--- config.mk ---
export PLATFORM = sky130hd
export DESIGN_NAME = ps2_key_decoder
export DESIGN_NICKNAME = d
export VERILOG_FILES = /design/src/rtl/key_pkg.sv /design/src/rtl/ps2_sync_edge.sv /design/src/rtl/ps2_key_decoder.sv
export SDC_FILE = /design/constraint.sdc
export NUM_CORES = 1
export LEC_CHECK = 0
export CAP_MARGIN = 30
export CORE_MARGIN = 3
export CORE_UTILIZATION = 55
export CTS_CLUSTER_DIAMETER = 200
export CTS_CLUSTER_SIZE = 14
export DETAILED_ROUTE_END_ITERATION = 8
export GPL_TIMING_DRIVEN = 1
export PLACE_DENSITY_LB_ADDON = 0.12
export SLEW_MARGIN = 20
export SYNTH_ARGS = -nofsm -noshare
export SYNTH_HDL_FRONTEND = slang
export SYNTH_SLANG_ARGS = --single-unit
--- constraint.sdc ---
create_clock -name clk -period 5.27 [get_ports clk]
set_input_delay 1.3175 -clock clk [delete_from_list [all_inputs] [get_ports clk]]
set_output_delay 1.3175 -clock clk [all_outputs]
set_load 0.03 [all_outputs]
--- src/rtl/key_pkg.sv ---
// Key codes, scan-code constants and the set-2 scan map shared by the
// PS/2 key decoder and the menu drawing stage.
package key_pkg;

  typedef enum logic [3:0] {
    KEY_NONE = 4'h0,
    KEY_1    = 4'h1,
    KEY_2    = 4'h2,
    KEY_3    = 4'h3,
    KEY_4    = 4'h4,
    KEY_ESC  = 4'hF
  } key_t;

  typedef enum logic [1:0] {
    ST_IDLE    = 2'd0,
    ST_RECEIVE = 2'd1,
    ST_CHECK   = 2'd2
  } ps2_state_t;

  localparam logic [7:0] SC_BREAK = 8'hF0;
  localparam logic [7:0] SC_EXT   = 8'hE0;

  // Set-2 make code to menu key; anything not listed is unmapped.
  function automatic key_t scan_to_key(input logic [7:0] code);
    case (code)
      8'h16:   scan_to_key = KEY_1;
      8'h1E:   scan_to_key = KEY_2;
      8'h26:   scan_to_key = KEY_3;
      8'h25:   scan_to_key = KEY_4;
      8'h76:   scan_to_key = KEY_ESC;
      default: scan_to_key = KEY_NONE;
    endcase
  endfunction

endpackage

--- src/rtl/ps2_sync_edge.sv ---
// Synchronizes the asynchronous PS/2 clock and data pins into the local
// clock domain and flags the falling edge of the synchronized PS/2 clock.
// Both lines use identical chain depth so data stays aligned with the edge.
module ps2_sync_edge #(
  parameter int unsigned SYNC_STAGES = 2
) (
  input  logic clk,
  input  logic rst,
  input  logic ps2_clk,
  input  logic ps2_data,
  output logic data_s,
  output logic fall_en
);

  logic [SYNC_STAGES-1:0] clk_sync_q;
  logic [SYNC_STAGES-1:0] data_sync_q;
  logic                   clk_prev_q;

  // Synchronizer chains idle high, matching the released PS/2 bus.
  always_ff @(posedge clk or negedge rst) begin
    if (!rst) begin
      clk_sync_q  <= '1;
      data_sync_q <= '1;
      clk_prev_q  <= 1'b1;
    end else begin
      clk_sync_q  <= {clk_sync_q[SYNC_STAGES-2:0], ps2_clk};
      data_sync_q <= {data_sync_q[SYNC_STAGES-2:0], ps2_data};
      clk_prev_q  <= clk_sync_q[SYNC_STAGES-1];
    end
  end

  assign data_s  = data_sync_q[SYNC_STAGES-1];
  assign fall_en = clk_prev_q & ~clk_sync_q[SYNC_STAGES-1];

endmodule

--- src/rtl/ps2_key_decoder.sv ---
// PS/2 set-2 keyboard decoder: receives 11-bit frames, validates start,
// odd parity and stop, follows E0/F0 prefixes, and holds the code of the
// currently pressed mapped key until it is released.
module ps2_key_decoder
  import key_pkg::*;
#(
  parameter int unsigned TIMEOUT_CYCLES = 130000,
  parameter int unsigned SYNC_STAGES    = 2
) (
  input  logic       clk,
  input  logic       rst,
  input  logic       ps2_clk,
  input  logic       ps2_data,
  output logic [3:0] key,
  output logic       key_valid,
  output logic       frame_err
);

  localparam int unsigned     TMO_W    = (TIMEOUT_CYCLES > 1) ? $clog2(TIMEOUT_CYCLES) : 1;
  localparam logic [TMO_W-1:0] TMO_LAST = TMO_W'(TIMEOUT_CYCLES - 1);

  logic             data_s;
  logic             fall_en;
  ps2_state_t       state_q;
  logic [3:0]       bit_cnt_q;
  logic [TMO_W-1:0] tmo_q;
  logic [9:0]       shift_q;
  logic             brk_q;
  logic             ext_q;
  key_t             key_q;
  logic             key_valid_q;
  logic             frame_err_q;
  logic [7:0]       code;
  key_t             code_key;
  logic             frame_ok;

  ps2_sync_edge #(
    .SYNC_STAGES(SYNC_STAGES)
  ) u_sync (
    .clk      (clk),
    .rst      (rst),
    .ps2_clk  (ps2_clk),
    .ps2_data (ps2_data),
    .data_s   (data_s),
    .fall_en  (fall_en)
  );

  // Frame payload: after ten shifts [7:0]=data, [8]=parity, [9]=stop.
  always_ff @(posedge clk) begin
    if (state_q == ST_RECEIVE && fall_en) begin
      shift_q <= {data_s, shift_q[9:1]};
    end
  end

  assign code     = shift_q[7:0];
  assign code_key = scan_to_key(code);
  assign frame_ok = shift_q[9] & (^shift_q[8:0]);

  // Frame receiver, prefix tracking and registered key/pulse outputs.
  always_ff @(posedge clk or negedge rst) begin
    if (!rst) begin
      state_q     <= ST_IDLE;
      bit_cnt_q   <= '0;
      tmo_q       <= '0;
      brk_q       <= 1'b0;
      ext_q       <= 1'b0;
      key_q       <= KEY_NONE;
      key_valid_q <= 1'b0;
      frame_err_q <= 1'b0;
    end else begin
      key_valid_q <= 1'b0;
      frame_err_q <= 1'b0;
      case (state_q)
        ST_IDLE: begin
          tmo_q     <= '0;
          bit_cnt_q <= '0;
          if (fall_en) begin
            if (!data_s) state_q     <= ST_RECEIVE;
            else         frame_err_q <= 1'b1;
          end
        end
        ST_RECEIVE: begin
          if (fall_en) begin
            tmo_q     <= '0;
            bit_cnt_q <= bit_cnt_q + 4'd1;
            if (bit_cnt_q == 4'd9) state_q <= ST_CHECK;
          end else if (tmo_q == TMO_LAST) begin
            // Stalled partial frame: drop it but keep pending prefixes.
            frame_err_q <= 1'b1;
            state_q     <= ST_IDLE;
            bit_cnt_q   <= '0;
            tmo_q       <= '0;
          end else begin
            tmo_q <= tmo_q + 1'b1;
          end
        end
        ST_CHECK: begin
          state_q   <= ST_IDLE;
          bit_cnt_q <= '0;
          tmo_q     <= '0;
          if (!frame_ok) begin
            frame_err_q <= 1'b1;
          end else if (code == SC_EXT) begin
            ext_q <= 1'b1;
          end else if (code == SC_BREAK) begin
            brk_q <= 1'b1;
          end else if (ext_q) begin
            // Extended keys are not used by the menu.
            ext_q <= 1'b0;
            brk_q <= 1'b0;
          end else if (brk_q) begin
            // Only releasing the held key clears it; stale releases are ignored.
            brk_q <= 1'b0;
            if (code_key == key_q) key_q <= KEY_NONE;
          end else if (code_key != KEY_NONE && code_key != key_q) begin
            key_q       <= code_key;
            key_valid_q <= 1'b1;
          end
        end
        default: state_q <= ST_IDLE;
      endcase
    end
  end

  assign key       = key_q;
  assign key_valid = key_valid_q;
  assign frame_err = frame_err_q;

endmodule
==> results of run 1 <==
[final cells by class]
class | count | area (µm²)
Timing Repair Buffer | 9 | 85.1
Sequential cell | 46 | 1210
Inverter | 13 | 48.8
Fill cell | 385 | 1680
Clock buffer | 5 | 68.8
Tap cell | 52 | 65.1
Clock inverter | 3 | 16.3
Multi-Input combinational cell | 195 | 1300
[kinds of logic (layout without fill, tap and decap cells)]
logic type | count (synthesis) | count (layout)
buffers and inverters | 21 | 30
AO/OA/AOI/OAI | 60 | 60
adder cells (fa/ha/maj) | 15 | 15
XOR/XNOR | 6 | 6
flip-flops | 46 | 46
multiplexers | 5 | 5
AND/OR/NAND/NOR | 109 | 109
[routing by layer]
metal	GRT usage	up-vias	part of all wire
met4	0.0474	0	0.019
met5	0	-	0
met1	0.269	962	0.50
met2	0.277	45	0.45
li1	-	973	-
met3	0.0414	14	0.031
[cells in the mapped netlist (all sizes together), types with 5 or more instances]
cell type,count,area (µm²)
a21oi,11,55.1
a31oi,5,31.3
and2,5,32.5
buf,6,37.5
dfrtp,31,776
dfstp,5,131
edfxtp,10,300
ha,15,188
inv,13,48.8
nand2,29,111
nand3,10,50.1
nand3b,5,37.5
nand4,10,68.8
nor2,12,47.6
nor3,9,45.0
o21ai,24,120
[how the worst max path moves through the flow]
stage | slack, ns | cells after the start | to
4_1_cts | 2.49 | 1 | key[1]
3_5_place_dp | 2.82 | 1 | key[1]
5_1_grt | 2.43 | 1 | key[1]
3_3_place_gp | 2.84 | 1 | key[2]
2_1_floorplan | 3.34 | 8 | key[3]$_DFFE_PN0P_
6_report | 2.49 | 1 | key[1]
[flip-flops by register name, indices dropped and copies added, names as in the netlist]
name	count
frame_err	1
u_sync.data_sync_q	2
u_sync.clk_prev_q	1
shift_q	10
brk_q	1
state_q	2
bit_cnt_q	4
u_sync.clk_sync_q	2
key_valid	1
key	4
ext_q	1
tmo_q	17
[where the power goes]
group          switching [mW]  internal (mW)  total [mW]
clock network           0.114         0.0908       0.205
registers              0.0102          0.376       0.386
logic                  0.0417         0.0270      0.0686
total                   0.166          0.494       0.659
==> results by group, run 1 <==
Yosys
  – Average cell area after synthesis: 9.93 µm²
  – Mux cell area share after synthesis: 0.0197
  – Main synth FF type: dfrtp_1
  – Ys async rst share: 0.783
  – Synthesized net count: 281
  – Syn Inst Count: 262
  – Post-synthesis xor/xnor area fraction: 0.0284
  – Number of synthesized flops with an enable pin: 10
  – YS warnings: 0
  – Synth Area in Simple Gates: 0.239
  – Flops & latches, synth: 46
  – Post-synthesis cell type count: 52
  – Adder-cell share of the synthesized area: 0.0721
  – Mapped Area: 2600 µm²
  – Sequential share of the synthesized area: 0.464
  – Compound-Gate Fraction of Synth Area: 0.141
  – Largest family of logic cells by synthesized area: simple AND/OR/NAND/NOR gates

Worst setup path
  – CP Class: register to output port
  – CP Cell Sequence: clkdlybuf4s50_1
  – Worst-path fanout max: 7
  – Req. time, crit path: 3.95 ns
  – Crit. End Element: output port
  – Reg-to-Reg Start: tmo_q[0]$_DFFE_PN0P_
  – Largest stage delay on the critical path: 0.71 ns
  – Crit-path leading delay family: buffers and inverters
  – CP max-delay cell: clkdlybuf4s50_1
  – Buf/Inv on CP: 1
  – Critical Path AT: 1.46 ns
  – Crit path from: key[1]$_DFFE_PN0P_
  – R2R Setup Slk: 2.85 ns
  – FF-to-FF path depth: 6
  – Startpoint types: register
  – Worst r2r dst: tmo_q[7]$_DFFE_PN0P_

Global routing
  – Number of global-route vias before repair: 1728
  – Initial antenna violation count: 0
  – Grt ovf: 0
  – Largest net degree at the start of global routing: 37
  – All-Layer GR Usage: 0.184
  – Global-route wire length before repair: 8000 µm

Floorplan
  – Initial Util: 0.582
  – Ports: 10
  – Chip height: 74.8 µm
  – Die Footprint: 5590 µm²
  – Die width: 74.8 µm
  – Rows: 24
  – Core Box Area: 4470 µm²

Flow run
  – Max-Cap Viols: 0

Power
  – Pwr dens: 236 nW/µm²
  – Power after layout: 659 µW
  – P_leak: 1.16 nW
  – Peak supply drop: 0.000167 V

STA
  – Fmax: 0.360 GHz
  – Worst Clk Skew: 0.00825 ns
  – RSZ-0062 raised after global routing: false
  – Crit path setup slack, layout: 2.49 ns
  – Final min period: 2.78 ns
  – Crit share post-route: 0.528
  – Slew Limit Fails: 0
  – Total negative setup slack: 0 ns
  – Actual slew at the worst max-slew pin: 0.803 ns
  – Relative slew slack: 0.464
  – Final setup viols: 0
  – Fin Hold WS: 0.362 ns
  – Final hold vios: 0

CTS
  – Clk slew on worst S/H paths: 0.08 ns
  – Num Clock Sinks: 46
  – Post-CTS Setup Repair Bufs: 0
  – Root Buffer: clkbuf_8
  – Clk Latency, worst-skew pair: 0.30 ns
  – Post-CTS Resized: 0
  – CTS H-Tree Depth: 2
  – Hold_buf cts: 0
  – TritonCTS Buffers: 5
  – Maximum clock path buffer count: 2
  – CTS tree: yes

Routing
  – First-pass DRT Iterations: 5
  – Drc violations: 0
  – WL/cell: 14.8 µm
  – Via-per-instance ratio: 6.17
  – Final ANT Viol Nets: 0
  – Final wirelength: 4780 µm
  – Initial drt markers: 100
  – Vias: 1994

Outcome
  – Status: completed

Min path
  – WHS Endpoint: u_sync.clk_sync_q[1]$_DFF_PN1_
  – Min-delay worst type: register to register
  – Hold depth: 0
  – Min-Delay Startpoint: u_sync.clk_sync_q[0]$_DFF_PN1_

Place
  – Post-Place Cell Area: 2710 µm²
  – Final GP Congestion: 0.846
  – Buffers added on ports: 9
  – Cells after DPL: 315
  – Place WS: 2.82 ns
  – Dpl hpwl: 3400 µm

Final layout
  – Nets: 289
  – Commonest non-fill, non-tap cell in the layout: dfrtp_1
  – Layout cells sized above 1: 0.0849
  – Area growth syn-to-layout: 7.31%
  – Final instance count without filler cells: 323
  – Ant diodes: 0
  – Final instance area: 2790 µm²
  – Final Core Density: 0.624
  – Most frequent cells in the layout: dfrtp_1 (31), nand2_1 (28), o21ai_0 (24)
Note: power is estimated with default switching activity, not from simulation.
==> run 2, diff against run 1 <==
==> constraint.sdc (replaced) <==
create_clock -name clk -period 2.55 [get_ports clk]
set_input_delay 0.6375 -clock clk [delete_from_list [all_inputs] [get_ports clk]]
set_output_delay 0.6375 -clock clk [all_outputs]
set_load 0.03 [all_outputs]
==> run 2 against run 1 <==
  * Core utilization up 0.87 points
  * Via count down 2.8%
  * First-iteration DRC count up 49%
  * Flip-flop and latch count unchanged
  * Global-route usage up 0.58 points
  * Critical endpoint is now key[2]$_DFFE_PN0P_
  * Largest power group unchanged
==> results by group, run 2 (same netlist as run 1, synthesis figures left out) <==
Worst setup path
  – Req. time, crit path: 2.76 ns
  – Worst-path fanout max: 6
  – Startpoint types: register
  – Crit. End Element: register
  – Critical Path AT: 2.36 ns
  – CP Class: register to register

STA
  – Crit share post-route: 0.842
  – Total negative setup slack: 0 ns
  – Final setup viols: 0
  – RSZ-0062 raised after global routing: false
  – Actual slew at the worst max-slew pin: 0.781 ns
  – Final min period: 2.15 ns
  – Final hold vios: 0
  – Slew Limit Fails: 0
  – Worst Clk Skew: 0.00858 ns
  – Fmax: 0.466 GHz
  – Crit path setup slack, layout: 0.404 ns
  – Fin Hold WS: 0.361 ns
  – Relative slew slack: 0.479

Place
  – Place WS: 0.408 ns
  – Dpl hpwl: 3350 µm
  – Buffers added on ports: 9
  – Final GP Congestion: 0.791
  – Post-Place Cell Area: 2720 µm²

Final layout
  – Layout cells sized above 1: 0.0952
  – Most frequent cells in the layout: dfrtp_1 (31), nand2_1 (28), o21ai_0 (24)
  – Final instance area: 2830 µm²
  – Most flops, register: tmo_q
  – Regs by FF count: tmo_q: 17 flops, shift_q: 10 flops
  – Max FFs per register: 17
  – Nets: 291
  – Commonest non-fill, non-tap cell in the layout: dfrtp_1
  – Ant diodes: 0
  – Final Core Density: 0.633
  – Area growth syn-to-layout: 8.80%

CTS
  – Post-CTS Resized: 0
  – Num Clock Sinks: 46
  – Clk slew on worst S/H paths: 0.08 ns
  – Post-CTS Setup Repair Bufs: 0
  – Maximum clock path buffer count: 2
  – Hold_buf cts: 0
  – TritonCTS Buffers: 5
  – Root Buffer: clkbuf_8
  – CTS H-Tree Depth: 2
  – CTS tree: yes
  – Clk Latency, worst-skew pair: 0.30 ns

Routing
  – Initial drt markers: 149
  – First-pass DRT Iterations: 4
  – WL/cell: 14.5 µm
  – Vias: 1939
  – Final ANT Viol Nets: 0
  – Final wirelength: 4720 µm
  – Drc violations: 0
  – Via-per-instance ratio: 5.97

Outcome
  – Status: completed

Global routing
  – All-Layer GR Usage: 0.189
  – Number of global-route vias before repair: 1777
  – Global-route wire length before repair: 8280 µm
  – Initial antenna violation count: 0
  – Largest net degree at the start of global routing: 37
  – Grt ovf: 0

Power
  – Peak supply drop: 0.000401 V
  – P_leak: 1.19 nW
  – Pwr dens: 518 nW/µm²

Min path
  – Min-delay worst type: register to register

Floorplan
  – Die width: 74.8 µm
  – Die Footprint: 5590 µm²
  – Initial Util: 0.582
  – Rows: 24
  – Ports: 10
  – Chip height: 74.8 µm
  – Core Box Area: 4470 µm²

Flow run
  – Max-Cap Viols: 0
## run 2: cell type report
type | count | area, µm²
clock buffer | 5 | 68.8
clock inverter | 3 | 40.0
fill | 371 | 1640
inverter | 13 | 48.8
multi-input combinational | 195 | 1300
sequential | 46 | 1210
tap | 52 | 65.1
timing repair buffer | 11 | 100
## run 2: power by group
group          switching, mW  leakage [nW]  internal, mW
logic                 0.0846         0.556        0.0588
clock network          0.238        0.0579         0.288
registers             0.0211         0.574         0.777
## run 2: final timing paths
check / start / endpoint / slack [ns] / cells after the start
worst max-delay path: shift_q[1]$_DFFE_PP_ / key[2]$_DFFE_PN0P_ / 0.40 / 7
worst min-delay path: u_sync.clk_sync_q[0]$_DFF_PN1_ / u_sync.clk_sync_q[1]$_DFF_PN1_ / 0.36 / 0
worst max register to register: shift_q[1]$_DFFE_PP_ / key[2]$_DFFE_PN0P_ / 0.40 / 7
worst min register to register: u_sync.clk_sync_q[0]$_DFF_PN1_ / u_sync.clk_sync_q[1]$_DFF_PN1_ / 0.36 / 0
max in group asynchronous: rst / bit_cnt_q[0]$_DFFE_PN0P_ / 1.63 / 1
min in group asynchronous: rst / tmo_q[15]$_DFFE_PN0P_ / 0.41 / 1
## run 2: metal layers
| metal | part of all wire | global-route usage |
|---|---|---|
| met1 | 0.53 | 0.288 |
| met2 | 0.44 | 0.278 |
| met5 | 0 | 0 |
| met3 | 0.024 | 0.0414 |
| met4 | 0.0076 | 0.0415 |
## run 2: worst max-delay path: stages (launching register included)
cell and delay, ns:
edfxtp_1 0.39, inv_1 0.08, ha_1 0.29, xnor3_1 0.42, xnor2_2 0.23, and3_1 0.32
a31oi_1 0.14, o221ai_1 0.18
## run 2: stage by stage
step           instances  power, mW
2_1_floorplan        262      0.914
3_3_place_gp         317      0.955
3_5_place_dp         317      0.957
4_1_cts              325       1.49
5_1_grt              325       1.54
6_report             325       1.47
